===== src/rtl/whack_pkg.sv =====
// Shared types and constants for the whack-a-mole round controller.
package whack_pkg;

  typedef enum logic [1:0] {
    IDLE = 2'd0,
    PLAY = 2'd1,
    OVER = 2'd2
  } state_t;

  localparam int unsigned LFSR_W    = 8;
  // Feedback taps for x^8+x^6+x^5+x^4+1 (bits 7,5,4,3)
  localparam logic [LFSR_W-1:0] LFSR_TAPS = 8'hB8;

  localparam logic [7:0] BCD_ZERO = 8'h00;
  localparam logic [7:0] BCD_ONE  = 8'h01;
  localparam logic [7:0] BCD_MAX  = 8'h99;

  function automatic logic [7:0] to_bcd(input int unsigned v);
    return {4'(v / 10), 4'(v % 10)};
  endfunction

  function automatic logic [LFSR_W-1:0] lfsr_step(input logic [LFSR_W-1:0] s);
    return {s[LFSR_W-2:0], ^(s & LFSR_TAPS)};
  endfunction

endpackage


===== src/rtl/bcd_counter2.sv =====
// Two-digit BCD register with synchronous load, increment and decrement,
// saturating at 00 and 99. Load has priority over inc, inc over dec.
module bcd_counter2
  import whack_pkg::*;
(
  input  logic       clock,
  input  logic       reset,
  input  logic       load,
  input  logic [7:0] load_value,
  input  logic       inc,
  input  logic       dec,
  output logic [7:0] value
);

  logic [3:0] tens;
  logic [3:0] ones;
  logic [7:0] inc_value;
  logic [7:0] dec_value;

  assign tens = value[7:4];
  assign ones = value[3:0];

  // Digit-wise carry/borrow; held value at either end of the range
  always_comb begin
    inc_value = value;
    dec_value = value;
    if (value != BCD_MAX) begin
      if (ones == 4'd9) inc_value = {tens + 4'd1, 4'd0};
      else              inc_value = {tens, ones + 4'd1};
    end
    if (value != BCD_ZERO) begin
      if (ones == 4'd0) dec_value = {tens - 4'd1, 4'd9};
      else              dec_value = {tens, ones - 4'd1};
    end
  end

  always_ff @(posedge clock or negedge reset) begin
    if (!reset) begin
      value <= BCD_ZERO;
    end else if (load) begin
      value <= load_value;
    end else if (inc) begin
      value <= inc_value;
    end else if (dec) begin
      value <= dec_value;
    end
  end

endmodule


===== src/rtl/whack_round_controller.sv =====
// Timed whack-a-mole round: 1 Hz tick detection, LFSR mole placement,
// hit scoring and BCD time/score outputs.
module whack_round_controller
  import whack_pkg::*;
#(
  parameter int unsigned ROUND_SECONDS = 30,
  parameter int unsigned NUM_MOLES     = 4,
  parameter logic [7:0]  LFSR_SEED     = 8'hA5
) (
  input  logic                 clock,
  input  logic                 reset,
  input  logic                 slow_clock,
  input  logic                 start,
  input  logic [NUM_MOLES-1:0] hit,
  output logic [NUM_MOLES-1:0] mole_onehot,
  output logic [7:0]           time_bcd,
  output logic [7:0]           score_bcd,
  output logic                 running,
  output logic                 game_over
);

  localparam int unsigned IDX_W     = $clog2(NUM_MOLES);
  localparam logic [7:0]  ROUND_BCD = to_bcd(ROUND_SECONDS);

  state_t              state_q;
  state_t              state_d;
  logic                slow_q;
  logic                tick;
  logic [LFSR_W-1:0]   lfsr_q;
  logic [IDX_W-1:0]    cur_idx_q;
  logic [IDX_W-1:0]    cand;
  logic [IDX_W-1:0]    next_idx;
  logic [NUM_MOLES-1:0] next_onehot;
  logic                correct_hit;

  logic time_load;
  logic time_dec;
  logic score_load;
  logic score_inc;
  logic score_dec;
  logic mole_light;
  logic mole_clear;

  assign tick = slow_clock & ~slow_q;

  // Never light the same position twice in a row
  assign cand        = lfsr_q[IDX_W-1:0];
  assign next_idx    = (cand == cur_idx_q) ? IDX_W'(cand + IDX_W'(1)) : cand;
  assign next_onehot = NUM_MOLES'(1) << next_idx;
  assign correct_hit = (mole_onehot != '0) && (hit == mole_onehot);

  // Next state and datapath controls
  always_comb begin
    state_d    = state_q;
    time_load  = 1'b0;
    time_dec   = 1'b0;
    score_load = 1'b0;
    score_inc  = 1'b0;
    score_dec  = 1'b0;
    mole_light = 1'b0;
    mole_clear = 1'b0;
    unique case (state_q)
      IDLE, OVER: begin
        if (start) begin
          state_d    = PLAY;
          time_load  = 1'b1;
          score_load = 1'b1;
          mole_light = 1'b1;
        end
      end
      PLAY: begin
        if (hit != '0) begin
          if (correct_hit) begin
            score_inc  = 1'b1;
            mole_clear = 1'b1;
          end else begin
            score_dec  = 1'b1;
          end
        end
        // A tick's fresh mole overrides a same-cycle hit clear
        if (tick) begin
          time_dec = 1'b1;
          if (time_bcd == BCD_ONE) begin
            mole_clear = 1'b1;
            state_d    = OVER;
          end else begin
            mole_light = 1'b1;
          end
        end
      end
      default: state_d = IDLE;
    endcase
  end

  always_ff @(posedge clock or negedge reset) begin
    if (!reset) begin
      state_q   <= IDLE;
      running   <= 1'b0;
      game_over <= 1'b0;
    end else begin
      state_q   <= state_d;
      running   <= (state_d == PLAY);
      game_over <= (state_d == OVER);
    end
  end

  // LFSR free-runs in every state so start timing perturbs placement
  always_ff @(posedge clock or negedge reset) begin
    if (!reset) begin
      slow_q      <= 1'b0;
      lfsr_q      <= LFSR_SEED;
      cur_idx_q   <= '0;
      mole_onehot <= '0;
    end else begin
      slow_q <= slow_clock;
      lfsr_q <= lfsr_step(lfsr_q);
      if (mole_light) begin
        mole_onehot <= next_onehot;
        cur_idx_q   <= next_idx;
      end else if (mole_clear) begin
        mole_onehot <= '0;
      end
    end
  end

  bcd_counter2 u_time (
    .clock      (clock),
    .reset      (reset),
    .load       (time_load),
    .load_value (ROUND_BCD),
    .inc        (1'b0),
    .dec        (time_dec),
    .value      (time_bcd)
  );

  bcd_counter2 u_score (
    .clock      (clock),
    .reset      (reset),
    .load       (score_load),
    .load_value (BCD_ZERO),
    .inc        (score_inc),
    .dec        (score_dec),
    .value      (score_bcd)
  );

endmodule

===== config.mk =====
export PLATFORM = sky130hd
export DESIGN_NAME = whack_round_controller
export DESIGN_NICKNAME = d
export VERILOG_FILES = /design/src/rtl/whack_pkg.sv /design/src/rtl/bcd_counter2.sv /design/src/rtl/whack_round_controller.sv
export SDC_FILE = /design/constraint.sdc
export NUM_CORES = 1
export LEC_CHECK = 0
export CORE_MARGIN = 2
export CORE_UTILIZATION = 30
export CTS_CLUSTER_DIAMETER = 50
export DETAILED_ROUTE_END_ITERATION = 7
export SLEW_MARGIN = 25
export SYNTH_ARGS = -nofsm -noshare
export SYNTH_HDL_FRONTEND = slang
export SYNTH_SLANG_ARGS = --single-unit

===== constraint.sdc =====
create_clock -name clock -period 3.55 [get_ports clock]
set_input_delay 0.71 -clock clock [delete_from_list [all_inputs] [get_ports clock]]
set_output_delay 0.71 -clock clock [all_outputs]
set_load 0.02 [all_outputs]

==> reports/results.md, run 1 <==
| Group | Item | Value |
|---|---|---|
| run status | Outcome | complete, no violations |
| logic synthesis | Synth warnings | 0 |
| worst hold path | Worst min-delay path category | register to register |
| logic synthesis | Mean instance size in the synthesized netlist | 10.10 um2 |
| grt | Wire length of the first global-routing pass | 7486 um |
| logic synthesis | Post-synth EDFFs | 0 |
| clocking | Clock tree sinks | 35 |
| logic synthesis | Count of state elements after synthesis | 35 |
| clocking | Clock Path Buffers | 2 |
| logic synthesis | Async SR Flop Fraction | 100.0% |
| finish | Most common library cell in the layout ignoring fill and taps | sky130_fd_sc_hd__dfrtp_1 |
| routing | Total wire length | 4299 um |
| critical path | Data arrival at the endpoint of the critical path | 2.78 ns |
| finish | Non-filler cells, final | 315 |
| clocking | Insertion delay of the later-clocked pin in the worst-skew pair | 0.28 ns |
| grt | Vias in the first global route | 1559 |
| critical path | Slowest library cell on the worst path | sky130_fd_sc_hd__clkdlybuf4s50_1 |
| grt | Global route total overflow | 0 |
| finish | Syn-to-layout area delta | 19.84% |
| timing | Worst setup slack after layout | 0.9335 ns |
| critical path | Critical-path maximum fanout | 12 |
| finish | Most frequent cells in the layout | sky130_fd_sc_hd__dfrtp_1, sky130_fd_sc_hd__clkdlybuf4s50_1, sky130_fd_sc_hd__nand2_1, sky130_fd_sc_hd__nor2_1, sky130_fd_sc_hd__a21oi_1 |
| critical path | Worst Path Required | 3.71 ns |
| timing | Setup repair after global routing missed its margin | no |
| clocking | CTS tree | yes |
| routing | Routed wire per std cell | 13.65 um |
| logic synthesis | Top FF cell, synth | sky130_fd_sc_hd__dfrtp_1 |
| timing | Final setup violating endpoints | 0 |
| clocking | Number of hold-repair buffers added at the cts stage | 0 |
| finish | Core occupancy in the finished layout | 36.91% |
| critical path | Cell-by-cell trace of the critical path | clkdlybuf4s50_1, xor2_1, nor3_2, and2_4, mux2_2, a221oi_1, o21ai_0 |
| pwr | Fraction of power consumed by combinational cells | 49.3% |
| timing | Max-slew violation total from the final report | 0 |
| finish | Cell area after layout | 2494 um2 |
| floorplanning | Core region area | 6756 um2 |
| pwr | Worst-case vdd ir drop | 0.0002924 V |
| place | Cell area reported after detailed placement | 2412 um2 |
| clocking | CTS Buf Count | 5 |
| pwr | Relative contribution of the clock network to total power | 14.0% |
| timing | Sum of negative setup slack | 0 ns |
| timing | Maximum clock frequency | 382.2 MHz |
| timing | Setup Skew | 0.002701 ns |
| pwr | Internal cell power | 1.112 mW |
| place | Number of placed instances, taps included | 307 |
| logic synthesis | Number of distinct library cells after synthesis | 61 |
| floorplanning | Total die area | 7618 um2 |
| clocking | Library cell used as clock root buffer | sky130_fd_sc_hd__clkbuf_8 |
| routing | Number of DRC markers in iteration 0 | 45 |
| finish | Diodes inserted | 0 |
| floorplanning | Die Width | 87.28 um |
| routing | Antenna violation net count after detailed routing | 0 |
| place | Port-buffer cells | 29 |
| grt | Initial antenna violation count | 0 |
| critical path | CP endpoint kind | register |
| place | Worst setup slack before clock tree synthesis | 0.6317 ns |
| floorplanning | Starting Density | 30.80% |
| grt | Maximum number of pins on one net before global-route repair | 36 |
| critical path | Stage delay of the slowest cell on the critical path | 0.50 ns |
| pwr | Lkg Pwr | 0.9990 nW |
| pwr | Pwr per Cell Area | 780.5 nW/um2 |
| timing | Shortest clock period the worst path allows after layout | 2.617 ns |
| critical path | Nature of the critical path startpoint | input pin |
| routing | Routed via count divided by cell count | 4.987 |
| logic synthesis | Sequential cell area fraction in the yosys report | 42.33% |
| timing | Tcrit/Tclk final | 73.70% |
| timing | Total count of hold-check failures in the final report | 0 |
| finish | Layout cells sized above 1 | 13.19% |
| floorplanning | Number of top-level pins | 30 |
| clocking | Clock transition at path regs | 0.07 ns |
| clocking | Setup Fix Bufs, Post-CTS | 0 |
| timing | Hold slack final | 0.3530 ns |
| timing | Transition time at the pin with the least slew margin | 0.5115 ns |
| pwr | Switching share of total power | 42.88% |
| logic synthesis | Post-synthesis instance area | 2081 um2 |
| routing | Number of iterations in the first detailed-routing pass | 4 |
| floorplanning | Die extent in y | 87.28 um |
| grt | GRT Util Overall | 12.42% |
| routing | DRC violations left | 0 |
| pwr | Power share of the sequential group | 36.8% |
| clocking | Depth of the CTS H-tree | 2 |
| place | Final weighted congestion of routability-driven global placement | 0.8032 |
| routing | Via count of the routed design | 1571 |
| floorplanning | Num rows | 30 |
| place | Final HPWL DP | 3132 um |
| logic synthesis | Syn nets | 220 |
| pwr | Power after layout | 1.946 mW |
| clocking | Number of gates resized after CTS | 0 |
| finish | Nets | 248 |
| logic synthesis | Syn Inst Count | 206 |
| pwr | Net Sw Power | 0.8346 mW |
| timing | Worst relative slew slack | 65.90% |
| critical path | Type of the worst setup path | input pin to register |
| job | Maximum capacitance violations | 0 |
[cells by family after synthesis]
kind of cell               share of synthesized area (%)
AOI/OAI and AO/OA                                  16.36
muxes                                              4.450
and+or+nand+nor                                    23.57
xor gates and xnor gates                           5.051
DFF                                                42.33
buffers and inverters                              4.630
adders and majority gates                          3.608
[cells in the mapped netlist, types with 2 or more instances]
master	number	share of area, %
sky130_fd_sc_hd__nor4_4	4	4.1
sky130_fd_sc_hd__o21ai_1	2	0.48
sky130_fd_sc_hd__o21ai_0	10	2.4
sky130_fd_sc_hd__nor3b_1	5	1.8
sky130_fd_sc_hd__nor3_1	5	1.2
sky130_fd_sc_hd__o32ai_1	2	0.84
sky130_fd_sc_hd__inv_1	8	1.4
sky130_fd_sc_hd__xnor2_1	5	2.1
sky130_fd_sc_hd__clkbuf_1	4	0.72
sky130_fd_sc_hd__nand2_1	17	3.1
sky130_fd_sc_hd__dfrtp_1	31	37
sky130_fd_sc_hd__ha_1	6	3.6
sky130_fd_sc_hd__nand2b_1	3	0.90
sky130_fd_sc_hd__mux2i_1	4	1.9
sky130_fd_sc_hd__dfstp_2	4	5.1
sky130_fd_sc_hd__or3_1	2	0.60
sky130_fd_sc_hd__nor2_1	17	3.1
sky130_fd_sc_hd__mux2_4	2	1.4
sky130_fd_sc_hd__xor2_1	7	2.9
sky130_fd_sc_hd__buf_2	2	0.48
sky130_fd_sc_hd__nand3_1	6	1.4
sky130_fd_sc_hd__mux2_2	2	1.1
sky130_fd_sc_hd__a22o_1	3	1.3
sky130_fd_sc_hd__a21oi_1	16	3.8
sky130_fd_sc_hd__a31oi_1	3	0.90
[worst paths after layout]
check | end | from | cells after the start | slack [ns]
max | u_score.value[2]$_DFFE_PN0P_ | hit[2] | 7 | 0.93
min | lfsr_q[7]$_DFF_PN1_ | lfsr_q[6]$_DFF_PN0_ | 0 | 0.35
max reg2reg | u_score.value[6]$_DFFE_PN0P_ | u_score.value[0]$_DFFE_PN0P_ | 6 | 1.37
min reg2reg | lfsr_q[7]$_DFF_PN1_ | lfsr_q[6]$_DFF_PN0_ | 0 | 0.35
max in group asynchronous | lfsr_q[7]$_DFF_PN1_ | reset | 2 | 2.37
min in group asynchronous | u_time.value[4]$_DFFE_PN0P_ | reset | 2 | 0.84
[registers in the layout (all words and copies together) (netlist names)]
name and cells:
lfsr_q 8, u_score.value 8, u_time.value 8, mole_onehot 4, cur_idx_q 2, state_q 2
game_over 1, running 1, slow_q 1
[power groups by stage]
stage                     registers (mW)  logic, mW  clock network, mW
after floorplan                    0.749      0.623                  0
after global placement             0.721      0.958                  0
after detailed placement           0.724      0.964                  0
after CTS                          0.716      0.966              0.287
after global routing               0.748       1.07              0.308
final                              0.716      0.959              0.272
[layout make-up]
class	instances	area [um2]
Tap cell	80	100.1
Timing Repair Buffer	30	297.8
Multi-Input combinational cell	154	1104
Clock inverter	1	5.005
Fill cell	693	4263
Clock buffer	7	76.32
Sequential cell	35	880.8
Inverter	8	30.03
[per-layer routing]
layer	vias to the layer above	part of all wire, %	wire (um)	GRT usage [%]
li1	799	-	-	-
met1	753	48	2081	16.61
met2	17	49	2104	20.18
met3	2	2.1	92	2.275
met4	0	0.49	21	4.196
met5	-	0	0	0
[critical path, delay by kind of cell]
family	cells	cell delay [ns]
multiplexers	1	0.35
buffers and inverters	1	0.50
XOR/XNOR	1	0.21
AO/OA/AOI/OAI	2	0.36
AND/OR/NAND/NOR	2	0.65
Note: power is estimated with default switching activity, not from simulation.
==> run 2: changes to the inputs <==
Clock period 3.55 ns to 2.45 ns, I/O delays scaled along.
==> reports/results.md, run 2 (same netlist as run 1, synthesis figures left out) <==
| Group | Item | Value |
|---|---|---|
| run status | Outcome | complete, no violations |
| critical path | Reg2reg setup slack | 0.41 ns |
| finish | Syn-to-layout area delta | 25.50% |
| pwr | Pwr per Cell Area | 1137 nW/um2 |
| finish | Most frequent cells in the layout | sky130_fd_sc_hd__dfrtp_1, sky130_fd_sc_hd__clkdlybuf4s50_1, sky130_fd_sc_hd__nand2_1, sky130_fd_sc_hd__nor2_1, sky130_fd_sc_hd__a21oi_1 |
| timing | Shortest clock period the worst path allows after layout | 2.197 ns |
| timing | Tcrit/Tclk final | 89.66% |
| routing | Routed wire per std cell | 13.84 um |
| clocking | Number of gates resized after CTS | 0 |
| routing | Antenna violation net count after detailed routing | 0 |
| timing | Maximum clock frequency | 455.2 MHz |
| pwr | Net Sw Power | 1.274 mW |
| floorplanning | Die Width | 87.28 um |
| pwr | Switching share of total power | 42.91% |
| timing | Transition time at the pin with the least slew margin | 0.4522 ns |
| critical path | Nature of the critical path startpoint | input pin |
| routing | Via count of the routed design | 1663 |
| critical path | Data arrival at the endpoint of the critical path | 2.37 ns |
| routing | DRC violations left | 0 |
| timing | Total count of hold-check failures in the final report | 0 |
| timing | Max-slew violation total from the final report | 0 |
| floorplanning | Number of top-level pins | 30 |
| clocking | Insertion delay of the later-clocked pin in the worst-skew pair | 0.29 ns |
| floorplanning | Total die area | 7618 um2 |
| finish | Most common library cell in the layout ignoring fill and taps | sky130_fd_sc_hd__dfrtp_1 |
| routing | Total wire length | 4540 um |
| pwr | Worst-case vdd ir drop | 0.0005903 V |
| grt | Wire length of the first global-routing pass | 7845 um |
| place | Port-buffer cells | 29 |
| timing | Setup Skew | 0.003167 ns |
| routing | Routed via count divided by cell count | 5.070 |
| finish | Registers with the most flip-flops | lfsr_q: 8 flops, u_score.value: 8 flops, u_time.value: 8 flops |
| grt | Vias in the first global route | 1590 |
| timing | Worst relative slew slack | 69.85% |
| finish | Diodes inserted | 0 |
| grt | Global route total overflow | 0 |
| place | Cell area reported after detailed placement | 2522 um2 |
| finish | Area of the multi-input gates | 1104 um2 |
| critical path | Worst Path Required | 2.62 ns |
| critical path | Critical path startpoint | hit[1] |
| clocking | Clock tree sinks | 35 |
| finish | Cell area after layout | 2611 um2 |
| grt | Initial antenna violation count | 0 |
| floorplanning | Core region area | 6756 um2 |
| floorplanning | Starting Density | 30.80% |
| pwr | Fraction of power consumed by combinational cells | 53.4% |
| timing | Setup repair after global routing missed its margin | no |
| clocking | CTS tree | yes |
| pwr | Internal cell power | 1.695 mW |
| worst hold path | Worst min-delay path category | register to register |
| clocking | Library cell used as clock root buffer | sky130_fd_sc_hd__clkbuf_8 |
| grt | Maximum number of pins on one net before global-route repair | 36 |
| finish | Layout cells sized above 1 | 18.55% |
| place | Final HPWL DP | 3272 um |
| clocking | Depth of the CTS H-tree | 2 |
| clocking | Setup Fix Bufs, Post-CTS | 0 |
| critical path | Critical-path maximum fanout | 3 |
| routing | Number of iterations in the first detailed-routing pass | 4 |
| pwr | Lkg Pwr | 1.064 nW |
| floorplanning | Die extent in y | 87.28 um |
| pwr | Relative contribution of the clock network to total power | 14.3% |
| critical path | R2r startpoint | u_time.value[4]$_DFFE_PN0P_ |
| place | Final weighted congestion of routability-driven global placement | 0.8596 |
| clocking | CTS Buf Count | 5 |
| floorplanning | Num rows | 30 |
| routing | Number of DRC markers in iteration 0 | 57 |
| critical path | CP endpoint kind | register |
| worst hold path | Min-Delay Startpoint | lfsr_q[6]$_DFF_PN0_ |
| finish | Sequential cell area | 880.8 um2 |
| critical path | Type of the worst setup path | input pin to register |
| clocking | Clock transition at path regs | 0.08 ns |
| grt | GRT Util Overall | 13.09% |
| finish | Fillers | 664 |
| pwr | Power after layout | 2.969 mW |
| clocking | Clock Path Buffers | 2 |
| timing | Final setup violating endpoints | 0 |
| pwr | Power share of the sequential group | 32.3% |
| job | Maximum capacitance violations | 0 |
| clocking | Number of hold-repair buffers added at the cts stage | 0 |
| finish | Nets | 261 |
[run 2: metal layers]
| layer | wire length, um | track usage, % | part of all wire (%) |
|---|---|---|---|
| met5 | 0 | 0 | 0 |
| met4 | 110 | 6.154 | 2.4 |
| met3 | 181 | 2.654 | 4.0 |
| met2 | 2122 | 19.35 | 47 |
| met1 | 2126 | 18.24 | 47 |
[run 2: power groups by stage]
stage / logic [mW] / registers [mW] / clock network (mW)
floorplan: 0.903 / 1.08 / 0
global placement: 1.57 / 0.975 / 0
detailed placement: 1.59 / 0.972 / 0
CTS: 1.60 / 0.964 / 0.442
global route: 1.75 / 0.989 / 0.467
finish: 1.59 / 0.960 / 0.424
[run 2: cell type report]
class / count / share of cell area (%)
multi-input combinational: 154 / 42.26
sequential: 35 / 33.73
timing repair buffer: 43 / 15.62
tap: 80 / 3.833
clock buffer: 5 / 2.635
inverter: 8 / 1.150
clock inverter: 3 / 0.7667
[run 2: metrics by stage]
step                      utilization (%)  setup TNS (ns)  hold slack (ns)  cells  setup WS [ns]
after floorplan                         -               0           0.1944    206         0.4369
after global placement              37.33        -0.01362           0.3388    320       -0.01362
after detailed placement            37.33         -0.1558           0.3479    320       -0.06122
after CTS                           38.65               0           0.3573    328         0.2554
after global routing                38.65               0           0.3695    328         0.1436
final                               38.65               0           0.3529    328         0.2533
[run 2: final timing paths]
path / end / depth (start not counted)
setup / recovery: u_score.value[2]$_DFFE_PN0P_ / 7
hold / removal: lfsr_q[7]$_DFF_PN1_ / 0
setup reg to reg: cur_idx_q[0]$_DFFE_PN0P_ / 7
hold reg to reg: lfsr_q[7]$_DFF_PN1_ / 0
max in group asynchronous: lfsr_q[5]$_DFF_PN1_ / 2
min in group asynchronous: cur_idx_q[1]$_DFFE_PN0P_ / 2
[run 2: worst max-delay path: stages]
cell	delay, ns
sky130_fd_sc_hd__clkdlybuf4s50_1	0.58
sky130_fd_sc_hd__nor4_4	0.09
sky130_fd_sc_hd__nor4_4	0.27
sky130_fd_sc_hd__and2_4	0.22
sky130_fd_sc_hd__mux2_2	0.33
sky130_fd_sc_hd__a221oi_1	0.28
sky130_fd_sc_hd__o21ai_0	0.11
==> run 3: changes to the inputs <==
Settings changed: TNS_END_PERCENT set to 20.
==> results of run 3 <==
No change in the layout: final DEF, timing and power equal those of run 2.
